### src/rtl/sram_arb_pkg.sv
// Shared definitions for the two-port SRAM arbiter: FSM states, transaction
// lengths of the downstream SRAM interface and port indices.
package sram_arb_pkg;

    typedef enum logic {
        IDLE = 1'b0,
        BUSY = 1'b1
    } state_e;

    localparam int READ_CYCLES  = 5;
    localparam int WRITE_CYCLES = 6;

    localparam logic PORT0 = 1'b0;
    localparam logic PORT1 = 1'b1;

endpackage

### src/rtl/sram_arbiter_rr_pick2.sv
// Combinational two-way winner select: round-robin on last_grant, or
// fixed priority to port 0 when FIXED_PRI is set.
module rr_pick2
    import sram_arb_pkg::*;
#(
    parameter bit FIXED_PRI = 1'b0
) (
    input  logic [1:0] req,
    input  logic       last_grant,
    output logic       req_any,
    output logic       winner
);

    always_comb begin
        req_any = |req;
        case (req)
            2'b11:   winner = FIXED_PRI ? PORT0 : ~last_grant;
            2'b10:   winner = PORT1;
            default: winner = PORT0;
        endcase
    end

endmodule

### src/rtl/sram_arbiter.sv
// Shares one free-running single-transaction SRAM interface between an
// instruction-fetch port (0) and a data port (1), launching only on m_rdy.
module sram_arbiter
    import sram_arb_pkg::*;
#(
    parameter int ADDR_W    = 32,
    parameter int DATA_W    = 32,
    parameter int FIXED_PRI = 0
) (
    input  logic              clk,
    input  logic              rst,
    input  logic              p0_req,
    input  logic              p0_drw,
    input  logic [ADDR_W-1:0] p0_addr,
    input  logic [DATA_W-1:0] p0_wdata,
    output logic              p0_ack,
    output logic [DATA_W-1:0] p0_rdata,
    input  logic              p1_req,
    input  logic              p1_drw,
    input  logic [ADDR_W-1:0] p1_addr,
    input  logic [DATA_W-1:0] p1_wdata,
    output logic              p1_ack,
    output logic [DATA_W-1:0] p1_rdata,
    output logic [ADDR_W-1:0] m_addr,
    output logic              m_drw,
    output logic [DATA_W-1:0] m_din,
    input  logic [DATA_W-1:0] m_dout,
    input  logic              m_rdy,
    output logic              busy,
    output logic              grant
);

    state_e            state_q, state_d;
    logic              grant_q, grant_d;
    logic              last_grant_q, last_grant_d;
    logic [ADDR_W-1:0] cmd_addr_q, cmd_addr_d;
    logic              cmd_drw_q, cmd_drw_d;
    logic [DATA_W-1:0] cmd_din_q, cmd_din_d;
    logic [DATA_W-1:0] p0_rdata_q, p0_rdata_d;
    logic [DATA_W-1:0] p1_rdata_q, p1_rdata_d;

    logic              complete;
    logic [1:0]        ack_vec;
    logic [1:0]        elig;
    logic              req_any;
    logic              winner;
    logic              launch;
    logic              win_drw;
    logic [ADDR_W-1:0] win_addr;
    logic [DATA_W-1:0] win_wdata;

    // The in-flight transaction ends on the first boundary seen while BUSY.
    assign complete = (state_q == BUSY) && m_rdy;
    assign ack_vec  = !complete ? 2'b00 : ((grant_q == PORT1) ? 2'b10 : 2'b01);

    // The port being acked still holds req this cycle; it must not re-win.
    assign elig = {p1_req, p0_req} & ~ack_vec;

    rr_pick2 #(
        .FIXED_PRI (FIXED_PRI != 0)
    ) u_pick (
        .req        (elig),
        .last_grant (last_grant_q),
        .req_any    (req_any),
        .winner     (winner)
    );

    assign launch    = m_rdy && req_any;
    assign win_drw   = (winner == PORT1) ? p1_drw   : p0_drw;
    assign win_addr  = (winner == PORT1) ? p1_addr  : p0_addr;
    assign win_wdata = (winner == PORT1) ? p1_wdata : p0_wdata;

    // Anything that is not a live command is a harmless read of the last address.
    always_comb begin
        m_addr = cmd_addr_q;
        m_drw  = 1'b0;
        m_din  = '0;
        if (launch) begin
            m_addr = win_addr;
            m_drw  = win_drw;
            m_din  = win_wdata;
        end else if (state_q == BUSY && !m_rdy) begin
            m_addr = cmd_addr_q;
            m_drw  = cmd_drw_q;
            m_din  = cmd_din_q;
        end
    end

    // NOTE: every _d gets its hold value first so no path leaves it unassigned,
    // which would otherwise infer a latch.
    always_comb begin
        state_d      = state_q;
        grant_d      = grant_q;
        last_grant_d = last_grant_q;
        cmd_addr_d   = cmd_addr_q;
        cmd_drw_d    = cmd_drw_q;
        cmd_din_d    = cmd_din_q;
        p0_rdata_d   = p0_rdata_q;
        p1_rdata_d   = p1_rdata_q;

        if (complete && !cmd_drw_q) begin
            if (grant_q == PORT1) p1_rdata_d = m_dout;
            else                  p0_rdata_d = m_dout;
        end

        if (launch) begin
            state_d      = BUSY;
            grant_d      = winner;
            last_grant_d = winner;
            cmd_addr_d   = win_addr;
            cmd_drw_d    = win_drw;
            cmd_din_d    = win_wdata;
        end else if (complete) begin
            state_d = IDLE;
        end
    end

    // NOTE: reset is sampled on the clock edge only; a transaction caught in
    // flight is simply dropped, which is why the SRAM interface resets alongside.
    always_ff @(posedge clk) begin
        if (!rst) begin
            state_q      <= IDLE;
            grant_q      <= PORT0;
            last_grant_q <= PORT1;
            cmd_addr_q   <= '0;
            cmd_drw_q    <= 1'b0;
            cmd_din_q    <= '0;
            p0_rdata_q   <= '0;
            p1_rdata_q   <= '0;
        end else begin
            state_q      <= state_d;
            grant_q      <= grant_d;
            last_grant_q <= last_grant_d;
            cmd_addr_q   <= cmd_addr_d;
            cmd_drw_q    <= cmd_drw_d;
            cmd_din_q    <= cmd_din_d;
            p0_rdata_q   <= p0_rdata_d;
            p1_rdata_q   <= p1_rdata_d;
        end
    end

    assign busy     = (state_q == BUSY);
    assign grant    = grant_q;
    assign p0_ack   = ack_vec[0];
    assign p1_ack   = ack_vec[1];
    assign p0_rdata = p0_rdata_q;
    assign p1_rdata = p1_rdata_q;

endmodule

### config.mk
export PLATFORM = sky130hd
export DESIGN_NAME = sram_arbiter
export DESIGN_NICKNAME = d
export VERILOG_FILES = /design/src/rtl/sram_arb_pkg.sv /design/src/rtl/sram_arbiter_rr_pick2.sv /design/src/rtl/sram_arbiter.sv
export SDC_FILE = /design/constraint.sdc
export NUM_CORES = 1
export LEC_CHECK = 0
export ABC_AREA = 0
export BUFFER_PORTS_ARGS = -buffer_cell sky130_fd_sc_hd__buf_4
export CAP_MARGIN = 20
export CORE_ASPECT_RATIO = 0.6
export CORE_UTILIZATION = 45
export CTS_BUF_LIST = sky130_fd_sc_hd__clkbuf_2
export DETAILED_ROUTE_END_ITERATION = 10
export PLACE_DENSITY_LB_ADDON = 0.08
export SLEW_MARGIN = 20
export SYNTH_ARGS = -nofsm -noshare
export SYNTH_HDL_FRONTEND = slang
export SYNTH_SLANG_ARGS = --single-unit
### constraint.sdc
create_clock -name clk -period 4.3 [get_ports clk]
set_input_delay 0.86 -clock clk [delete_from_list [all_inputs] [get_ports clk]]
set_output_delay 0.86 -clock clk [all_outputs]
set_load 0.005 [all_outputs]
=== After elaboration in Yosys (flattened, before gate mapping) ===
Index checks and enable logic that the tools add are counted.

* Register bits: 132
* Bits in latches: 0
* Bits in writable memories: 0
* ROM bits: 0
* Output and inout bits: 133
* Logic and storage cells: 37
* Memories: 0

* Add/sub/neg operators: 0
* Multiply operators: 0
* Div/mod/pow operators: 0
* $lt $le $gt $ge: 0
* Equality and inequality tests: 2
* Shift operators: 0
* Multiplexer cells: 13
* Bitwise logic cells: 4
* Reduce and logical (&&, ||, !) cells: 10

{| class="wikitable"
|+ Operators with widths
! operator !! number
|-
| $mux 32 || 5
|-
| $mux 1 || 5
|-
| $eq 2x2->1 const B || 2
|-
| $logic_and 1x1->1 || 4
|-
| $mux 2 || 2
|-
| $reduce_and 2->1 || 2
|-
| $and 2x2->2 || 1
|-
| $logic_not 1->1 || 2
|-
| $not 1->1 || 2
|-
| $not 2->2 || 1
|-
| $pmux 1 s2 || 1
|-
| $reduce_bool 2->1 || 1
|-
| $reduce_or 2->1 || 1
|}

=== Depth between registers and ports, before layout ===
Gate-level depths: netlist of the first run.

* Depth after elaboration: 8
* Gate-level depth with buffers: 7
* Mapped depth without buffers: 4

=== Hierarchy ===
A second synthesis of the first run with hierarchy kept.

* Cell total of the unflattened synthesis: 638
* Area, all modules: 6104.6 um^2

{| class="wikitable"
|+ Modules (own cells, without submodules)
! module !! instances !! cells an instance !! area an instance (um^2)
|-
| sram_arbiter || 1 || 636 || 6090.8
|-
| rr_pick2 || 1 || 2 || 13.8
|}

=== Least setup slack after synthesis of the first run ===
No wires, ideal clock.

* Path type: input to output
* Start: input port m_rdy
* End: output port m_addr[10]
* Arrival: 2153 ps
* Slack: 1287 ps
* Cell stages on the path: 7
* Buffers on the path: 3
* Cell sequence: and3_1 -> buf_2 -> a311o_1 -> buf_2 -> buf_6 -> a221oi_2 -> nor2_1

* Cells in the longest elaborated chain, start to end: 8
* Elaborated cells between the ends (all ways): 11

{| class="wikitable"
|+ RTL lines
! what !! RTL line !! source
|-
| start, declared || sram_arbiter.sv:28 || <nowiki>input logic m_rdy,</nowiki>
|-
| $logic_and 1x1->1 (*) || sram_arbiter.sv:53 || <nowiki>assign complete = (state_q == BUSY) && m_rdy;</nowiki>
|-
| $mux 2 (*) || sram_arbiter.sv:54 || <nowiki>assign ack_vec = !complete ? 2'b00 : ((grant_q == PORT1) ? 2'b10 : 2'b01);</nowiki>
|-
| via p1_ack || sram_arbiter.sv:22 || <nowiki>output logic p1_ack,</nowiki>
|-
| $not 2->2 (*) || sram_arbiter.sv:57 || <nowiki>assign elig = {p1_req, p0_req} & ~ack_vec;</nowiki>
|-
| $and 2x2->2 (*) || sram_arbiter.sv:57 ||
|-
| $eq 2x2->1 || sram_arbiter_rr_pick2.sv:16 || <nowiki>case (req)</nowiki>
|-
| $pmux 1 s2 || sram_arbiter_rr_pick2.sv:16 ||
|-
| $mux 32 || sram_arbiter.sv:70 || <nowiki>assign win_addr = (winner == PORT1) ? p1_addr : p0_addr;</nowiki>
|-
| $mux 32 (*) || - ||
|-
| end, declared || sram_arbiter.sv:24 || <nowiki>output logic [ADDR_W-1:0] m_addr,</nowiki>
|}

Mark *: on every way through the listed nets, which the timed path passes. The rest lies on a longest branch.

=== Worst setup path after layout of the first run ===
* Start: register grant_q (netlist: grant)
* End: output port m_din[25]

* Cells in the longest elaborated chain, start to end: 8
* Elaborated cells between the ends (all ways): 11

{| class="wikitable"
|+ RTL lines
! what !! RTL line !! source
|-
| start, declared || sram_arbiter.sv:34 || <nowiki>logic grant_q, grant_d;</nowiki>
|-
| start signal, assigned || sram_arbiter.sv:132 || <nowiki>grant_q <= grant_d;</nowiki>
|-
| $mux 2 (*) (2 in a row) || sram_arbiter.sv:54 ||
|-
| $not 2->2 (*) || sram_arbiter.sv:57 ||
|-
| $and 2x2->2 (*) || sram_arbiter.sv:57 ||
|-
| $eq 2x2->1 || sram_arbiter_rr_pick2.sv:16 ||
|-
| $pmux 1 s2 || sram_arbiter_rr_pick2.sv:16 ||
|-
| $mux 32 || sram_arbiter.sv:71 || <nowiki>assign win_wdata = (winner == PORT1) ? p1_wdata : p0_wdata;</nowiki>
|-
| $mux 32 (*) || sram_arbiter.sv:78 || <nowiki>if (launch) begin</nowiki>
|-
| end, declared || sram_arbiter.sv:26 || <nowiki>output logic [DATA_W-1:0] m_din,</nowiki>
|}

Every way passes the cells marked *; elsewhere a longest branch is shown, timed or not.

==> run metrics, run 1 <==
Die Y-Extent=slightly above 90 µm; Vias=approximately 6100; commonest non-fill, non-tap cell in the layout=buf_4; post-synth top area share=between 40% and 50%; Max-slew headroom=45.5%; Seq/Total Area, Yosys=a little over two fifths; initial cell density of the core=between 40% and 50%; Reg clk slew, reported paths=between 0.2 and 0.25 ns; CP delay by family, top=compound AO/OA/AOI/OAI gates; critical path startpoint=grant$_SDFFE_PN0P_; Pint=1.93 mW; row cnt=32; Critical Path Sink Type=primary output; cts repair resizes=0; Overflow after GRT=0; synthesized cell area=between 0.006 and 0.007 mm²; hold_buf cts=0; Cells after Synth=~730; cell leakage power=approximately 3.8 nW; setup repair after global routing missed its margin=no; fin area=a little under 0.009 mm²; input/output buffers=299; # DRC=0; CORE AREA=roughly 0.013 mm²; Synth Net Count=901; DP Wirelength=approximately 13000 µm; Post-CTS Setup Bufs=0; Hold Vio Cnt, Final=0; via-per-instance ratio=5.13; Net Sw Frac=29.4%; post-layout util=between 60 and 70%; post-DR wirelength/cell=about 16 µm; GRT Overall Usage=between 20% and 30%; Pwr Total=between 2 and 3 mW; antenna violations before repair=0; CTS Sinks=132; Chip Width=~150 µm; H-tree Lvls=4; cell chain of the critical path=and3_1 -> a311o_2 -> buf_4 -> mux2i_1 -> o21ai_0 -> buf_4; Hold WS=roughly 0.43 ns; Max Slew Vio Count=0; CTS Root Cell=clkbuf_2; Max FO, Critical Path=24; setup_tns=0 ns; Max VDD drop=about 0.17 mV; Worst Max-Slew Pin Slew=0.817 ns; most numerous cell on the critical path=buf_4; cts bufs inserted=17; Layout area overhead=43.4%; switching power=between 0.8 and 0.9 mW; Placer Congestion=0.765; slowest stage delay, CP=roughly 0.6 ns; Achievable Freq=0.258 GHz; Gate power share=around 22%; required time of the critical path=~3.4 ns; Mapped Avg Cell Area=slightly above 8 µm²; vias in the first global route=~5700; status=finished, final reports clean; first-pass GRT wire length=between 20000 and 30000 µm; Synth Warn #=0; PwrDens=approximately 320 mW/mm²; CTS tree=done; Yosys reg bits=132; ratio of cells with drive above 1 in the final layout=36.5%; DR pass1 iterations=5; total of max-cap violations=0; worst setup path class=register to primary output; sequential share of power=48.3%; Startpoint Class=register; reg2reg start=grant$_SDFFE_PN0P_; fin nets=around 1200; Worst Path Buf+Inv=2; crit path DAT=approximately 3.0 ns; commonest non-fill, non-tap cells in the layout=buf_4, nand2_1, dfxtp_1; Yosys top cell by area=dfxtp_1; HP Start=m_dout[15]; ANT cells=0; deepest clock path buffer count=2; Initial DRC Count=about 330; Slowest-stage cell, CP=a311o_2; FILL cells=between 1000 and 1500; count of different cell masters after synthesis=28; Setup-failing EPs final=0; worst skew pair latency=around 0.66 ns; Synth area leaders=dfxtp_1, nand2_1, a21boi_0; post-layout min period=just under 4 ns; Ports=300; Clk pwr share=between 30% and 40%; Total Wirelength=between 15000 and 20000 µm; Final Skew=between 0.03 and 0.04 ns; full die area=0.0139 mm²; largest net degree at the start of global routing=between 100 and 150; Routed Antenna Nets=0; crit share post-route=90.1%; Area after DPL=about 0.0084 mm²; class of the worst hold path=input port to register
area by class of cell:
type	count	area, µm²	share of cell area, %
tap	170	213	2.45
multi-input combinational	538	3160	36.4
clock inverter	15	181	2.09
inverter	1	3.75	0.0433
timing repair buffer	313	2390	27.6
sequential	132	2640	30.5
clock buffer	17	85.1	0.981
cells in the mapped netlist, drive strengths merged:
cell type and number:
a21boi 65, a21oi 33, a221oi 32, a311o 1, a31o 1, a31oi 2
and2 32, and3 1, buf 16, clkbuf 47, dfxtp 132, inv 1
mux2i 33, nand2 165, nand2b 2, nand3 2, nor2 65, nor2b 2
nor3 1, nor3b 32, o21a 1, o21ai 67, or3 1
worst paths after layout:
path | endpoint | slack [ns] | cells past startpoint
worst min-delay path | p0_rdata[15]$_SDFFE_PN0P_ | 0.43 | 3
worst min register to register | p1_rdata[4]$_SDFFE_PN0P_ | 0.48 | 2
worst max register to register | cmd_din_q[29]$_SDFFE_PN0P_ | 1.97 | 5
worst max-delay path | m_din[25] | 0.43 | 6
power by group through the flow:
stage / logic (mW) / registers, mW / clock network [mW]
6_report: 0.595 / 1.32 / 0.820
5_1_grt: 0.655 / 1.33 / 0.900
4_1_cts: 0.598 / 1.32 / 0.839
3_5_place_dp: 0.596 / 1.34 / 0
3_3_place_gp: 0.593 / 1.34 / 0
2_1_floorplan: 0.285 / 1.34 / 0
kinds of logic after synthesis:
logic type / count (synthesis) / share of synthesized area, %
compound gates: 202 / 23.8
buf+inv: 64 / 4.69
flops: 132 / 43.7
mux: 33 / 5.46
simple gates: 303 / 22.4
routing by layer:
| layer | share of wire (%) | routed length, µm | up-vias | global-route usage [%] |
|---|---|---|---|---|
| met4 | 1.0 | 190 | 0 | 6.52 |
| li1 | - | - | 3056 | - |
| met3 | 8.5 | 1580 | 14 | 8.06 |
| met2 | 47 | 8770 | 212 | 43.5 |
| met5 | 0 | 0 | - | 0 |
| met1 | 43 | 8050 | 2808 | 34.1 |
sequential cells by signal (all words and copies together), names as in the netlist:
name,cells
p0_rdata,32
cmd_din_q,32
cmd_drw_q,1
cmd_addr_q,32
p1_rdata,32
grant,1
last_grant_q,1
busy,1
worst reg2reg max path, cell delays in order, from the launching register on:
cell and delay [ns]:
dfxtp_1 0.50, and3_1 0.33, a311o_2 0.59, buf_4 0.42, mux2i_1 0.27, a21oi_1 0.10
metrics by stage:
stage	worst slack, ns	cells
CTS	0.346	1186
floorplan	1.29	734
finish	0.426	1186
detailed placement	0.617	1154
global route	0.119	1186
global placement	0.616	1154
Power figures use the tool's default switching activity.
==> inputs of run 2 (changes only) <==
--- a/config.mk
+++ b/config.mk
@@ -8,8 +8,10 @@
 export ABC_AREA = 0
 export BUFFER_PORTS_ARGS = -buffer_cell sky130_fd_sc_hd__buf_4
 export CAP_MARGIN = 20
+export CELL_PAD_IN_SITES_DETAIL_PLACEMENT = 1
+export CELL_PAD_IN_SITES_GLOBAL_PLACEMENT = 2
 export CORE_ASPECT_RATIO = 0.6
-export CORE_UTILIZATION = 45
+export CORE_UTILIZATION = 27
 export CTS_BUF_LIST = sky130_fd_sc_hd__clkbuf_2
 export DETAILED_ROUTE_END_ITERATION = 10
 export PLACE_DENSITY_LB_ADDON = 0.08
==> run metrics, run 2 (synthesis results as in run 1) <==
status=finished, final reports clean; Max-slew headroom=53.0%; Final Skew=0.0282 ns; Setup-failing EPs final=0; required time of the critical path=3.44 ns; class of the worst hold path=input port to register; cell leakage power=3.83 nW; initial cell density of the core=27.5%; DR pass1 iterations=4; CORE AREA=about 0.022 mm²; Total Wirelength=22300 µm; Hold Vio Cnt, Final=0; setup_tns=0 ns; global route hottest layer=met2; Die Y-Extent=~120 µm; DP Wirelength=around 16000 µm; via-per-instance ratio=~4.7; FF-to-FF path depth=6; post-layout util=roughly two fifths; setup repair after global routing missed its margin=no; Max FO, Critical Path=22; met3 Usage GRT=about 7.4%; Max VDD drop=around 0.15 mV; hold_buf cts=0; cts bufs inserted=17; worst setup path class=register to primary output; largest net degree at the start of global routing=72; Routed Antenna Nets=0; CTS Root Cell=clkbuf_2; ratio of cells with drive above 1 in the final layout=about 36%; worst skew pair latency=between 0.7 and 0.8 ns; Chip Width=slightly below 200 µm; post-layout min period=around 4.0 ns; full die area=0.0230 mm²; # DRC=0; input/output buffers=about 300; CTS Sinks=approximately 130; H-tree Lvls=4; post-DR wirelength/cell=roughly 17 µm; CTS tree=done; Reg clk slew, reported paths=~0.22 ns; deepest clock path buffer count=2; crit share post-route=~93%; vias in the first global route=~5900; cts repair resizes=0; Layout area overhead=45.7%; Startpoint Class=register; R2R Setup Slk=1.92 ns; Placer Congestion=approximately 0.74; Initial DRC Count=a little under 300; Critical Path End=m_din[7]; Critical Path Sink Type=primary output; FILL cells=approximately 2700; PwrDens=just over 300 mW/mm²; antenna violations before repair=1; crit path DAT=roughly 3.1 ns; Achievable Freq=between 0.2 and 0.3 GHz; Overflow after GRT=0; Reg2Reg Capture Point=cmd_din_q[11]$_SDFFE_PN0P_; commonest non-fill, non-tap cell in the layout=buf_4; Worst Max-Slew Pin Slew=about 0.7 ns; reg2reg start=grant$_SDFFE_PN0P_; met2 Usage GRT=27.7%; Ports=300; first-pass GRT wire length=between 30000 and 40000 µm; Max Slew Vio Count=0; Vias=between 6000 and 7000; GR Util met1=roughly a quarter; critical path startpoint=grant$_SDFFE_PN0P_; total of max-cap violations=0; Post-CTS Setup Bufs=0; row cnt=42; GRT Overall Usage=~19%; fin nets=approximately 1200; commonest non-fill, non-tap cells in the layout=buf_4, nand2_1, dfxtp_1
-- run 2: changes by cell type in the layout (fill, tap and decap cells not counted), moves of 2 or more --
cell and change:
buf_4 -2, clkinv_2 +2, clkinv_1 +2, buf_12 +3
-- run 2: area by class of cell --
cell class                 instances  area (µm²)  area share [%]
multi-input combinational        538        3160            35.8
sequential                       132        2640            30.0
timing repair buffer             313        2420            27.5
tap                              286         358            4.06
clock inverter                    15         140            1.59
clock buffer                      17        85.1           0.965
inverter                           1        3.75          0.0426
antenna                            1        2.50          0.0284
-- run 2: worst min path at each step --
| stage | end | slack [ns] | startpoint | cells after the start |
|---|---|---|---|---|
| finish | p0_rdata[17]$_SDFFE_PN0P_ | 0.35 | m_dout[17] | 3 |
| global route | p1_rdata[7]$_SDFFE_PN0P_ | 0.22 | m_dout[7] | 3 |
| CTS | p1_rdata[29]$_SDFFE_PN0P_ | 0.24 | m_dout[29] | 3 |
| detailed placement | p1_rdata[29]$_SDFFE_PN0P_ | 0.46 | p1_rdata[29]$_SDFFE_PN0P_ | 2 |
| global placement | p0_rdata[4]$_SDFFE_PN0P_ | 0.45 | p0_rdata[4]$_SDFFE_PN0P_ | 2 |
| floorplan | p0_rdata[10]$_SDFFE_PN0P_ | 0.46 | p0_rdata[10]$_SDFFE_PN0P_ | 2 |
-- run 2: critical path, cell delays in order, from the launching register on --
cell,delay (ns)
dfxtp_1,0.52
and3_1,0.33
a311o_2,0.63
buf_12,0.27
mux2i_1,0.35
o21ai_0,0.14
buf_4,0.16
-- run 2: through the flow --
stage | hold WS (ns) | setup WS, ns | cells | area (µm²) | total power [mW]
2_1_floorplan | 0.460 | 1.29 | 734 | 6050 | 1.62
3_3_place_gp | 0.453 | 0.618 | 1270 | 8590 | 1.97
3_5_place_dp | 0.459 | 0.605 | 1270 | 8590 | 1.97
4_1_cts | 0.238 | 0.141 | 1302 | 8810 | 2.76
5_1_grt | 0.221 | 0.0195 | 1303 | 8820 | 2.86
6_report | 0.351 | 0.308 | 1303 | 8820 | 2.71
-- run 2: power by group --
| part | switching [mW] | internal (mW) | total (mW) |
|---|---|---|---|
| combinational | 0.300 | 0.314 | 0.614 |
| sequential | 0.0281 | 1.29 | 1.32 |
| clock | 0.515 | 0.259 | 0.773 |
-- run 2: routing by layer --
metal  wire (µm)  part of all wire [%]
met1       10900                    49
met2        9530                    43
met3        1720                   7.7
met4         187                  0.84
met5           0                     0
==> inputs of run 3 (changes only) <==
--- a/config.mk
+++ b/config.mk
@@ -14,6 +14,7 @@
 export CORE_UTILIZATION = 27
 export CTS_BUF_LIST = sky130_fd_sc_hd__clkbuf_2
 export DETAILED_ROUTE_END_ITERATION = 10
+export MAX_ROUTING_LAYER = met4
 export PLACE_DENSITY_LB_ADDON = 0.08
 export SLEW_MARGIN = 20
 export SYNTH_ARGS = -nofsm -noshare
==> run metrics, run 3 (synthesis results as in run 1) <==
fin nets=about 1200; Slowest-stage cell, CP=a311o_2; Die Y-Extent=~120 µm; CTS Sinks=~130; setup repair after global routing missed its margin=no; Layout area overhead=45.7%; deepest clock path buffer count=2; worst skew pair latency=0.74 ns; class of the worst hold path=input port to register; CTS tree=done; Worst Path Buf+Inv=2; via-per-instance ratio=about 4.7; hold_buf cts=0; Hold Vio Cnt, Final=0; Total Wirelength=22400 µm; CORE AREA=~0.022 mm²; initial cell density of the core=a little over a quarter; DR pass1 iterations=4; required time of the critical path=3.44 ns; Ports=300; min setup slack post-route=between 0.2 and 0.3 ns; slowest stage delay, CP=0.64 ns; PwrDens=about 310 mW/mm²; Final Skew=between 0.03 and 0.04 ns; Placer Congestion=~0.75; Post-CTS Setup Bufs=0; largest net degree at the start of global routing=72; Routed Antenna Nets=0; total of max-cap violations=0; Overflow after GRT=0; Critical Path Sink Type=primary output; Achievable Freq=approximately 0.25 GHz; crit share post-route=slightly above 90%; Reg clk slew, reported paths=0.23 ns; worst setup path class=register to primary output; Max Slew Vio Count=0; Pwr Total=around 2.7 mW; Vias=roughly 6100; H-tree Lvls=4; post-layout min period=between 4 and 5 ns; row cnt=between 40 and 50; vias in the first global route=just under 6000; status=finished, final reports clean; Startpoint Class=register; Setup-failing EPs final=0; cts bufs inserted=17; CTS Root Cell=clkbuf_2; Max VDD drop=around 0.15 mV; antenna violations before repair=1; Initial DRC Count=277; crit path DAT=around 3.2 ns; Max FO, Critical Path=22; DP Wirelength=between 15000 and 20000 µm; cell chain of the critical path=and3_1 -> a311o_2 -> buf_12 -> mux2i_1 -> o21ai_0 -> buf_4; CP delay by family, top=compound AO/OA/AOI/OAI gates; full die area=roughly 0.023 mm²; # DRC=0; first-pass GRT wire length=~34000 µm; Chip Width=~200 µm; commonest non-fill, non-tap cell in the layout=buf_4; ratio of cells with drive above 1 in the final layout=a little over a third; cts repair resizes=0; Max-slew headroom=51.7%; cell leakage power=between 3 and 4 nW; setup_tns=0 ns; GRT Overall Usage=just under 20%; dpl ws=0.605 ns; commonest non-fill, non-tap cells in the layout=buf_4, nand2_1, dfxtp_1; input/output buffers=~300; post-DR wirelength/cell=17.2 µm; Worst Max-Slew Pin Slew=0.725 ns
## run 3: cell counts in the layout (fill, tap and decap cells not counted)
No cell type changed its count.
## run 3: area by class of cell
class / instances / area (µm²)
clock inverter: 15 / 140
clock buffer: 17 / 85.1
antenna: 1 / 2.50
inverter: 1 / 3.75
multi-input combinational: 538 / 3160
timing repair buffer: 313 / 2420
tap: 286 / 358
sequential: 132 / 2640
fill: 2706 / 13200
## run 3: report_power, final
part | leakage, nW | internal (mW) | switching (mW)
registers | 1.08 | 1.29 | 0.0281
clock network | 0.132 | 0.259 | 0.514
logic | 2.61 | 0.314 | 0.300
total | 3.83 | 1.87 | 0.842
## run 3: worst reg2reg max path, stage by stage (launching register included)
cell and delay (ns):
dfxtp_1 0.53, nand2_1 0.16, a31oi_4 0.51, buf_12 0.24, buf_4 0.53, o21ai_0 0.24, a21oi_1 0.16
## run 3: through the flow
stage	instance area [µm²]	hold WS, ns	std cells	utilization, %
6_report	8820	0.343	1303	40.0
3_5_place_dp	8590	0.459	1270	39.0
5_1_grt	8820	0.221	1303	40.0
2_1_floorplan	6050	0.460	734	-
4_1_cts	8810	0.238	1302	40.0
3_3_place_gp	8590	0.453	1270	39.0
## run 3: per-layer routing
| layer | vias up | share of wire [%] | GRT usage [%] |
|---|---|---|---|
| met5 | - | 0 | - |
| met3 | 15 | 7.7 | 7.31 |
| li1 | 3053 | - | - |
| met2 | 190 | 43 | 27.6 |
| met4 | 0 | 0.94 | 5.07 |
| met1 | 2831 | 49 | 26.7 |
## run 3: worst paths after layout
kind	startpoint	end	slack (ns)	cells after the start
max	grant$_SDFFE_PN0P_	m_din[7]	0.29	6
min	m_dout[17]	p0_rdata[17]$_SDFFE_PN0P_	0.34	3
max reg2reg	grant$_SDFFE_PN0P_	cmd_din_q[11]$_SDFFE_PN0P_	1.89	6
min reg2reg	p1_rdata[2]$_SDFFE_PN0P_	p1_rdata[2]$_SDFFE_PN0P_	0.48	2
